===== config.mk =====
export PLATFORM = sky130hd
export DESIGN_NAME = legv8_multicycle_ctrl
export DESIGN_NICKNAME = d
export VERILOG_FILES = /design/src/rtl/legv8_pkg.sv /design/src/rtl/legv8_mem_watchdog.sv /design/src/rtl/legv8_multicycle_ctrl.sv
export SDC_FILE = /design/constraint.sdc
export NUM_CORES = 1
export LEC_CHECK = 0
export ABC_AREA = 1
export BUFFER_PORTS_ARGS = -buffer_cell sky130_fd_sc_hd__buf_2
export CAP_MARGIN = 20
export CORE_MARGIN = 8
export CORE_UTILIZATION = 40
export CTS_BUF_LIST = sky130_fd_sc_hd__clkbuf_2
export DETAILED_ROUTE_END_ITERATION = 16
export PLACE_DENSITY = 0.67
export SYNTH_ARGS = -nofsm -noshare
export SYNTH_HDL_FRONTEND = slang
export SYNTH_HIERARCHICAL = 1
export SYNTH_SLANG_ARGS = --single-unit

===== constraint.sdc =====
create_clock -name clk -period 2.3 [get_ports clk]
set_input_delay 0.46 -clock clk [delete_from_list [all_inputs] [get_ports clk]]
set_output_delay 0.46 -clock clk [all_outputs]
set_load 0.01 [all_outputs]

===== src/rtl/legv8_pkg.sv =====
// Shared encodings for the multicycle LEGv8 controller: FSM states, opcode patterns,
// ALUOp codes and ALU operand-B selectors.
package legv8_pkg;

    typedef enum logic [3:0] {
        S_FETCH   = 4'd0,
        S_DECODE  = 4'd1,
        S_MEMADDR = 4'd2,
        S_MEMRD   = 4'd3,
        S_LDWB    = 4'd4,
        S_MEMWR   = 4'd5,
        S_REXEC   = 4'd6,
        S_RWB     = 4'd7,
        S_CBZ     = 4'd8,
        S_BR      = 4'd9,
        S_HALT    = 4'd15
    } state_e;

    localparam logic [10:0] OP_ADD  = 11'b10001011000;
    localparam logic [10:0] OP_SUB  = 11'b11001011000;
    localparam logic [10:0] OP_AND  = 11'b10001010000;
    localparam logic [10:0] OP_ORR  = 11'b10101010000;
    localparam logic [10:0] OP_LDUR = 11'b11111000010;
    localparam logic [10:0] OP_STUR = 11'b11111000000;
    localparam logic [7:0]  OP_CBZ  = 8'b10110100;
    localparam logic [5:0]  OP_B    = 6'b000101;

    localparam logic [1:0] ALUOP_ADD   = 2'b00;
    localparam logic [1:0] ALUOP_PASSB = 2'b01;
    localparam logic [1:0] ALUOP_FUNCT = 2'b10;

    localparam logic [1:0] SRCB_REG    = 2'b00;
    localparam logic [1:0] SRCB_FOUR   = 2'b01;
    localparam logic [1:0] SRCB_IMM    = 2'b10;
    localparam logic [1:0] SRCB_IMM_SH = 2'b11;

    function automatic logic is_rtype(input logic [10:0] op);
        return (op == OP_ADD) || (op == OP_SUB) || (op == OP_AND) || (op == OP_ORR);
    endfunction

endpackage


===== src/rtl/legv8_mem_watchdog.sv =====
// Memory-wait watchdog: counts unacknowledged request cycles and raises a sticky
// bus_error when MAX_WAIT is reached without an ack (MAX_WAIT = 0 disables it).
module legv8_mem_watchdog #(
    parameter int MAX_WAIT = 255
) (
    input  logic clk,
    input  logic rst_n,
    input  logic mem_req,
    input  logic mem_ack,
    output logic timeout,
    output logic bus_error
);
    localparam int CW = (MAX_WAIT > 0) ? $clog2(MAX_WAIT + 1) : 1;
    localparam logic [CW-1:0] LIMIT    = CW'(MAX_WAIT);
    localparam logic [CW-1:0] LIMIT_M1 = CW'((MAX_WAIT > 0) ? MAX_WAIT - 1 : 0);

    logic [CW-1:0] cnt_q, cnt_d;
    logic          bus_error_q, bus_error_d;
    logic          waiting;

    assign waiting = mem_req && !mem_ack;
    // This cycle would be the MAX_WAIT-th unacknowledged one; an ack in it wins.
    assign timeout = (MAX_WAIT != 0) && waiting && (cnt_q == LIMIT_M1);

    always_comb begin
        cnt_d       = cnt_q;
        bus_error_d = bus_error_q | timeout;
        if (!waiting) begin
            cnt_d = '0;
        end else if (cnt_q != LIMIT) begin
            cnt_d = cnt_q + CW'(1);
        end
    end

    always_ff @(posedge clk or negedge rst_n) begin
        if (!rst_n) begin
            cnt_q       <= '0;
            bus_error_q <= 1'b0;
        end else begin
            cnt_q       <= cnt_d;
            bus_error_q <= bus_error_d;
        end
    end

    assign bus_error = bus_error_q;

endmodule


===== src/rtl/legv8_multicycle_ctrl.sv =====
// Main control FSM for the multicycle LEGv8 datapath with a shared req/ack memory.
// Build option LEGV8_ILLEGAL_TRAP_EN adds an 'illegal' output and traps undecodable opcodes.
module legv8_multicycle_ctrl
    import legv8_pkg::*;
#(
    parameter int MAX_WAIT = 255,
    parameter int OPCODE_W = 11
) (
    input  logic                clk,
    input  logic                reset_n,
    input  logic [OPCODE_W-1:0] opcode,
    input  logic                zero,
    input  logic                mem_ack,
    output logic                mem_req,
    output logic                mem_we,
    output logic                iord,
    output logic                ir_write,
    output logic                pc_write,
    output logic                pc_src,
    output logic                reg2loc,
    output logic                alu_src_a,
    output logic [1:0]          alu_src_b,
    output logic                ALUOp0,
    output logic                ALUOp1,
    output logic                reg_write,
    output logic                mem_to_reg,
    output logic [3:0]          state,
    output logic                bus_error
`ifdef LEGV8_ILLEGAL_TRAP_EN
    ,
    output logic                illegal
`endif
);
    state_e     state_q, state_d;
    logic       is_r, is_ldur, is_stur, is_cbz, is_b, timeout;
    logic       req_c, we_c, iord_c;
    logic       irw_c, pcw_c, pcs_c, r2l_c, srca_c, rw_c, m2r_c;
    logic [1:0] srcb_c, aluop_c;
`ifdef LEGV8_ILLEGAL_TRAP_EN
    logic       illegal_q, illegal_d;
`endif

    assign is_r    = is_rtype(opcode);
    assign is_ldur = (opcode == OP_LDUR);
    assign is_stur = (opcode == OP_STUR);
    assign is_cbz  = (opcode[10:3] == OP_CBZ);
    assign is_b    = (opcode[10:5] == OP_B);

    always_comb begin
        req_c  = (state_q == S_FETCH) || (state_q == S_MEMRD) || (state_q == S_MEMWR);
        we_c   = (state_q == S_MEMWR);
        iord_c = (state_q == S_MEMRD) || (state_q == S_MEMWR);
    end

    legv8_mem_watchdog #(.MAX_WAIT(MAX_WAIT)) u_wdog (
        .clk       (clk),
        .rst_n     (reset_n),
        .mem_req   (mem_req),
        .mem_ack   (mem_ack),
        .timeout   (timeout),
        .bus_error (bus_error)
    );

    always_comb begin
        state_d = state_q;
        irw_c   = 1'b0;
        pcw_c   = 1'b0;
        pcs_c   = 1'b0;
        r2l_c   = 1'b0;
        srca_c  = 1'b0;
        srcb_c  = SRCB_REG;
        aluop_c = ALUOP_ADD;
        rw_c    = 1'b0;
        m2r_c   = 1'b0;
`ifdef LEGV8_ILLEGAL_TRAP_EN
        illegal_d = illegal_q;
`endif
        case (state_q)
            S_FETCH: begin
                srcb_c = SRCB_FOUR;
                if (timeout) begin
                    state_d = S_HALT;
                end else if (mem_ack) begin
                    irw_c   = 1'b1;
                    pcw_c   = 1'b1;
                    state_d = S_DECODE;
                end
            end
            S_DECODE: begin
                srcb_c = SRCB_IMM_SH;
                r2l_c  = is_stur || is_cbz;
                if (is_r)                   state_d = S_REXEC;
                else if (is_ldur || is_stur) state_d = S_MEMADDR;
                else if (is_cbz)            state_d = S_CBZ;
                else if (is_b)              state_d = S_BR;
                else begin
`ifdef LEGV8_ILLEGAL_TRAP_EN
                    illegal_d = 1'b1;
                    state_d   = S_HALT;
`else
                    state_d   = S_FETCH;
`endif
                end
            end
            S_MEMADDR: begin
                srca_c  = 1'b1;
                srcb_c  = SRCB_IMM;
                state_d = is_ldur ? S_MEMRD : S_MEMWR;
            end
            S_MEMRD: begin
                if (timeout)      state_d = S_HALT;
                else if (mem_ack) state_d = S_LDWB;
            end
            S_LDWB: begin
                rw_c    = 1'b1;
                m2r_c   = 1'b1;
                state_d = S_FETCH;
            end
            S_MEMWR: begin
                r2l_c = 1'b1;
                if (timeout)      state_d = S_HALT;
                else if (mem_ack) state_d = S_FETCH;
            end
            S_REXEC: begin
                srca_c  = 1'b1;
                aluop_c = ALUOP_FUNCT;
                state_d = S_RWB;
            end
            S_RWB: begin
                rw_c    = 1'b1;
                state_d = S_FETCH;
            end
            S_CBZ: begin
                srca_c  = 1'b1;
                aluop_c = ALUOP_PASSB;
                r2l_c   = 1'b1;
                pcw_c   = zero;
                pcs_c   = 1'b1;
                state_d = S_FETCH;
            end
            S_BR: begin
                pcw_c   = 1'b1;
                pcs_c   = 1'b1;
                state_d = S_FETCH;
            end
            S_HALT: state_d = S_HALT;
            default: state_d = S_FETCH;
        endcase
    end

    always_ff @(posedge clk or negedge reset_n) begin
        if (!reset_n) begin
            state_q   <= S_FETCH;
`ifdef LEGV8_ILLEGAL_TRAP_EN
            illegal_q <= 1'b0;
`endif
        end else begin
            state_q   <= state_d;
`ifdef LEGV8_ILLEGAL_TRAP_EN
            illegal_q <= illegal_d;
`endif
        end
    end

    // Reset parks the FSM in FETCH, which would otherwise request memory; gating with
    // reset_n keeps every strobe low while reset is held and drops them asynchronously.
    assign mem_req    = reset_n & req_c;
    assign mem_we     = reset_n & we_c;
    assign iord       = reset_n & iord_c;
    assign ir_write   = reset_n & irw_c;
    assign pc_write   = reset_n & pcw_c;
    assign pc_src     = reset_n & pcs_c;
    assign reg2loc    = reset_n & r2l_c;
    assign alu_src_a  = reset_n & srca_c;
    assign alu_src_b  = reset_n ? srcb_c : SRCB_REG;
    assign ALUOp1     = reset_n & aluop_c[1];
    assign ALUOp0     = reset_n & aluop_c[0];
    assign reg_write  = reset_n & rw_c;
    assign mem_to_reg = reset_n & m2r_c;
    assign state      = state_q;
`ifdef LEGV8_ILLEGAL_TRAP_EN
    assign illegal    = illegal_q;
`endif

endmodule


==> flow_summary.json <==
{
  "synth_commonest_cells": "46 x nand2_1, 37 x nor2_1, 29 x inv_1",
  "drc_errors": 0,
  "clk_latency_ns": 0.27,
  "syn_nets": 213,
  "required_ns": 1.84,
  "cts-buffers-inserted": 3,
  "start_util": 0.428,
  "grt_antenna_before_repair": 0,
  "synth_mux_area_frac": 0,
  "violations": "negative setup slack",
  "slew_viol_final": 0,
  "drive_above_1_share": 0.415,
  "min_path_type": "in2async",
  "die-area_mm2": 0.00498,
  "fin_nets": 283,
  "fp-row-count": 19,
  "antenna_cells": 0,
  "first_global_vias": 1362,
  "grt_max_degree": 15,
  "switchingPower_uw": 324,
  "internal_power_uw": 494,
  "grt_overflow": 0,
  "synthXorXnorAreaFrac": 0,
  "place.gp.congestion": 0.965,
  "io_pins": 34,
  "cts_buffer_depth": 2,
  "dp_hpwl_mm": 2.63,
  "route.vias.total": 1469,
  "syn_area_mm2": 0.00119,
  "cp-start-kind": "flop",
  "track_usage": 0.145,
  "yosysTopAreaCell": "dfrtp_1",
  "post-route-period-util": 1.10,
  "cp_max_fo": 5,
  "coreArea_mm2": 0.00278,
  "clock_skew_ns": 0.0123,
  "r2r_setup_slack_ns": -0.10,
  "endpoint_kind": "primary output",
  "rsz0062_at_grt": "true",
  "setup_viol": 10,
  "synth.distinct_cells": 29,
  "cts.sinks": 13,
  "grt_pass1_wl_mm": 6.15,
  "p_comb_frac": 0.522,
  "maxCapViolCount": 0,
  "ir_drop_v": 0.000408,
  "tritoncts": "built",
  "ys_async_sr_fraction": 1.00,
  "htreeDepth": 1,
  "synth_top_area_share": 0.273,
  "setup_ws_ns": -0.228,
  "synth_most_common_cell": "nand2_1",
  "post_drt_wl_per_cell_um": 12.2,
  "p_sw_frac": 0.396,
  "root_buffer": "clkbuf_2",
  "synth_area_leaders": "dfrtp_1 27%, nand2_1 15%, nor2_1 12%",
  "yosysWarnings": 6,
  "first_pass_iters": 4,
  "synth_compound_area_frac": 0.0778,
  "fmax_mhz": 396,
  "ant_nets": 0,
  "clk_pin_slew_ns": 0.14,
  "final_cells": 296,
  "synth_top_family_by_area": "simple AND/OR/NAND/NOR gates",
  "viasPerCell": 4.96,
  "postSynthCellCount": 196,
  "leakagePower_uw": 0.00100,
  "path_class": "reg2out",
  "area_growth_pct": 46.9,
  "synth_adder_area_share": 0.0210,
  "io_buffer_count": 33,
  "avgSynthCellArea_um2": 6.07,
  "die_width_um": 70.5,
  "synth-edff-count": 0,
  "first_iter_violations": 62,
  "fp.dieH_um": 70.5,
  "fin_crit_ns": 2.53,
  "slew_headroom": 0.804,
  "seq_area_frac_synth": 0.273,
  "wirelength_mm": 3.62,
  "max_slew.worst_pin.slew_ns": 0.292,
  "total_power_uw": 818,
  "ys_ff_latch": 13,
  "placed_cells": 268,
  "reg2reg_depth": 19,
  "arrival_ns": 2.07,
  "p_per_area_mw_per_mm2": 468,
  "synth_simple_gate_area_frac": 0.514,
  "pre_cts_ws_ns": 0.0223,
  "hold_viol": 0,
  "p_seq_frac": 0.329,
  "synth_ff_type": "dfrtp_1",
  "pwr-share-clk": 0.149,
  "outcome": "finished, violations left"
}
-- flip-flops by register name, summed over array words and instances, names as in the netlist --
name and count:
state 4, u_wdog/bus_error 1, u_wdog/cnt_q 8
-- repair_timing --
item | 4_1_cts | 5_1_grt
setup endpoints to repair | 2 | 17
resized for setup | 6 | 10
setup buffers | 23 | 6
pin swaps | 7 | 2
hold buffers | 0 | 0
-- worst paths after layout --
kind / from / endpoint
min reg2reg: u_wdog/bus_error / u_wdog/bus_error
max reg2reg: state[0] / u_wdog/cnt_q[0]
min: reset_n / u_wdog/cnt_q[2]
max: state[3] / pc_write
min in group clk: u_wdog/bus_error / u_wdog/bus_error
max in group asynchronous: reset_n / state[0]
-- cell type report --
| cell class | count | area (um2) |
|---|---|---|
| Fill cell | 238 | 1030 |
| Clock buffer | 4 | 20.0 |
| Tap cell | 31 | 38.8 |
| Multi-Input combinational cell | 148 | 815 |
| Inverter | 33 | 124 |
| Timing Repair Buffer | 67 | 420 |
| Sequential cell | 13 | 330 |
-- through the flow --
step | TNS (ns) | hold slack [ns] | utilization | instance area, um2
final | -0.968 | 0.105 | 0.628 | 1750
after global routing | -2.16 | 0.0931 | 0.628 | 1750
after CTS | -0.399 | 0.100 | 0.610 | 1700
after detailed placement | 0 | 0.426 | 0.536 | 1490
after global placement | 0 | 0.422 | 0.536 | 1490
after floorplan | -0.0971 | 0.164 | - | 1230
-- power groups by stage --
stage / Clock [uW] / Combinational (uW) / Sequential (uW)
6_report: 122 / 427 / 269
3_3_place_gp: 0 / 286 / 271
5_1_grt: 135 / 462 / 270
3_5_place_dp: 0 / 284 / 273
4_1_cts: 127 / 363 / 265
2_1_floorplan: 0 / 186 / 274
-- cells by family (layout without fill, tap and decap cells) --
logic type,count (synthesis),in the layout
buffers and inverters,35,104
DFF,13,13
AOI/OAI and AO/OA,16,16
and+or+nand+nor,130,130
adders and majority gates,2,2
-- worst max-delay path, stage by stage (launching register included) --
cell and delay, ns:
dfrtp_2 0.48, nor2_4 0.16, inv_2 0.07, nor2_4 0.12
inv_2 0.06, a21oi_4 0.13, inv_2 0.06, nor2_4 0.08
nand4_1 0.13, nor2_2 0.15, nor2_1 0.06, nand2_1 0.09
o22ai_2 0.06, buf_2 0.14
-- routing by layer --
layer / GRT usage / wire (um) / up-vias
met3: 0.0237 / 180 / 6
li1: - / - / 760
met4: 0.0460 / 38 / 0
met2: 0.251 / 1780 / 47
met5: 0 / 0 / -
met1: 0.179 / 1620 / 656
-- placed cells by master, fill, tap and decap left out, types with 2 or more instances in the layout --
master,count
nand3_2,2
nand2_2,5
dfrtp_1,9
dfrtp_2,4
nor2_1,32
buf_2,33
nor2_2,4
nand2_4,2
nand3_1,18
inv_1,25
buf_4,34
nand2_1,45
inv_2,8
clkbuf_2,4
a21oi_1,3
nor2_4,8
nor3_1,2
a31oi_1,2
o21ai_0,4
o21ai_1,2
ha_1,2
nand4_1,6
Note: power is estimated with default switching activity, not from simulation.
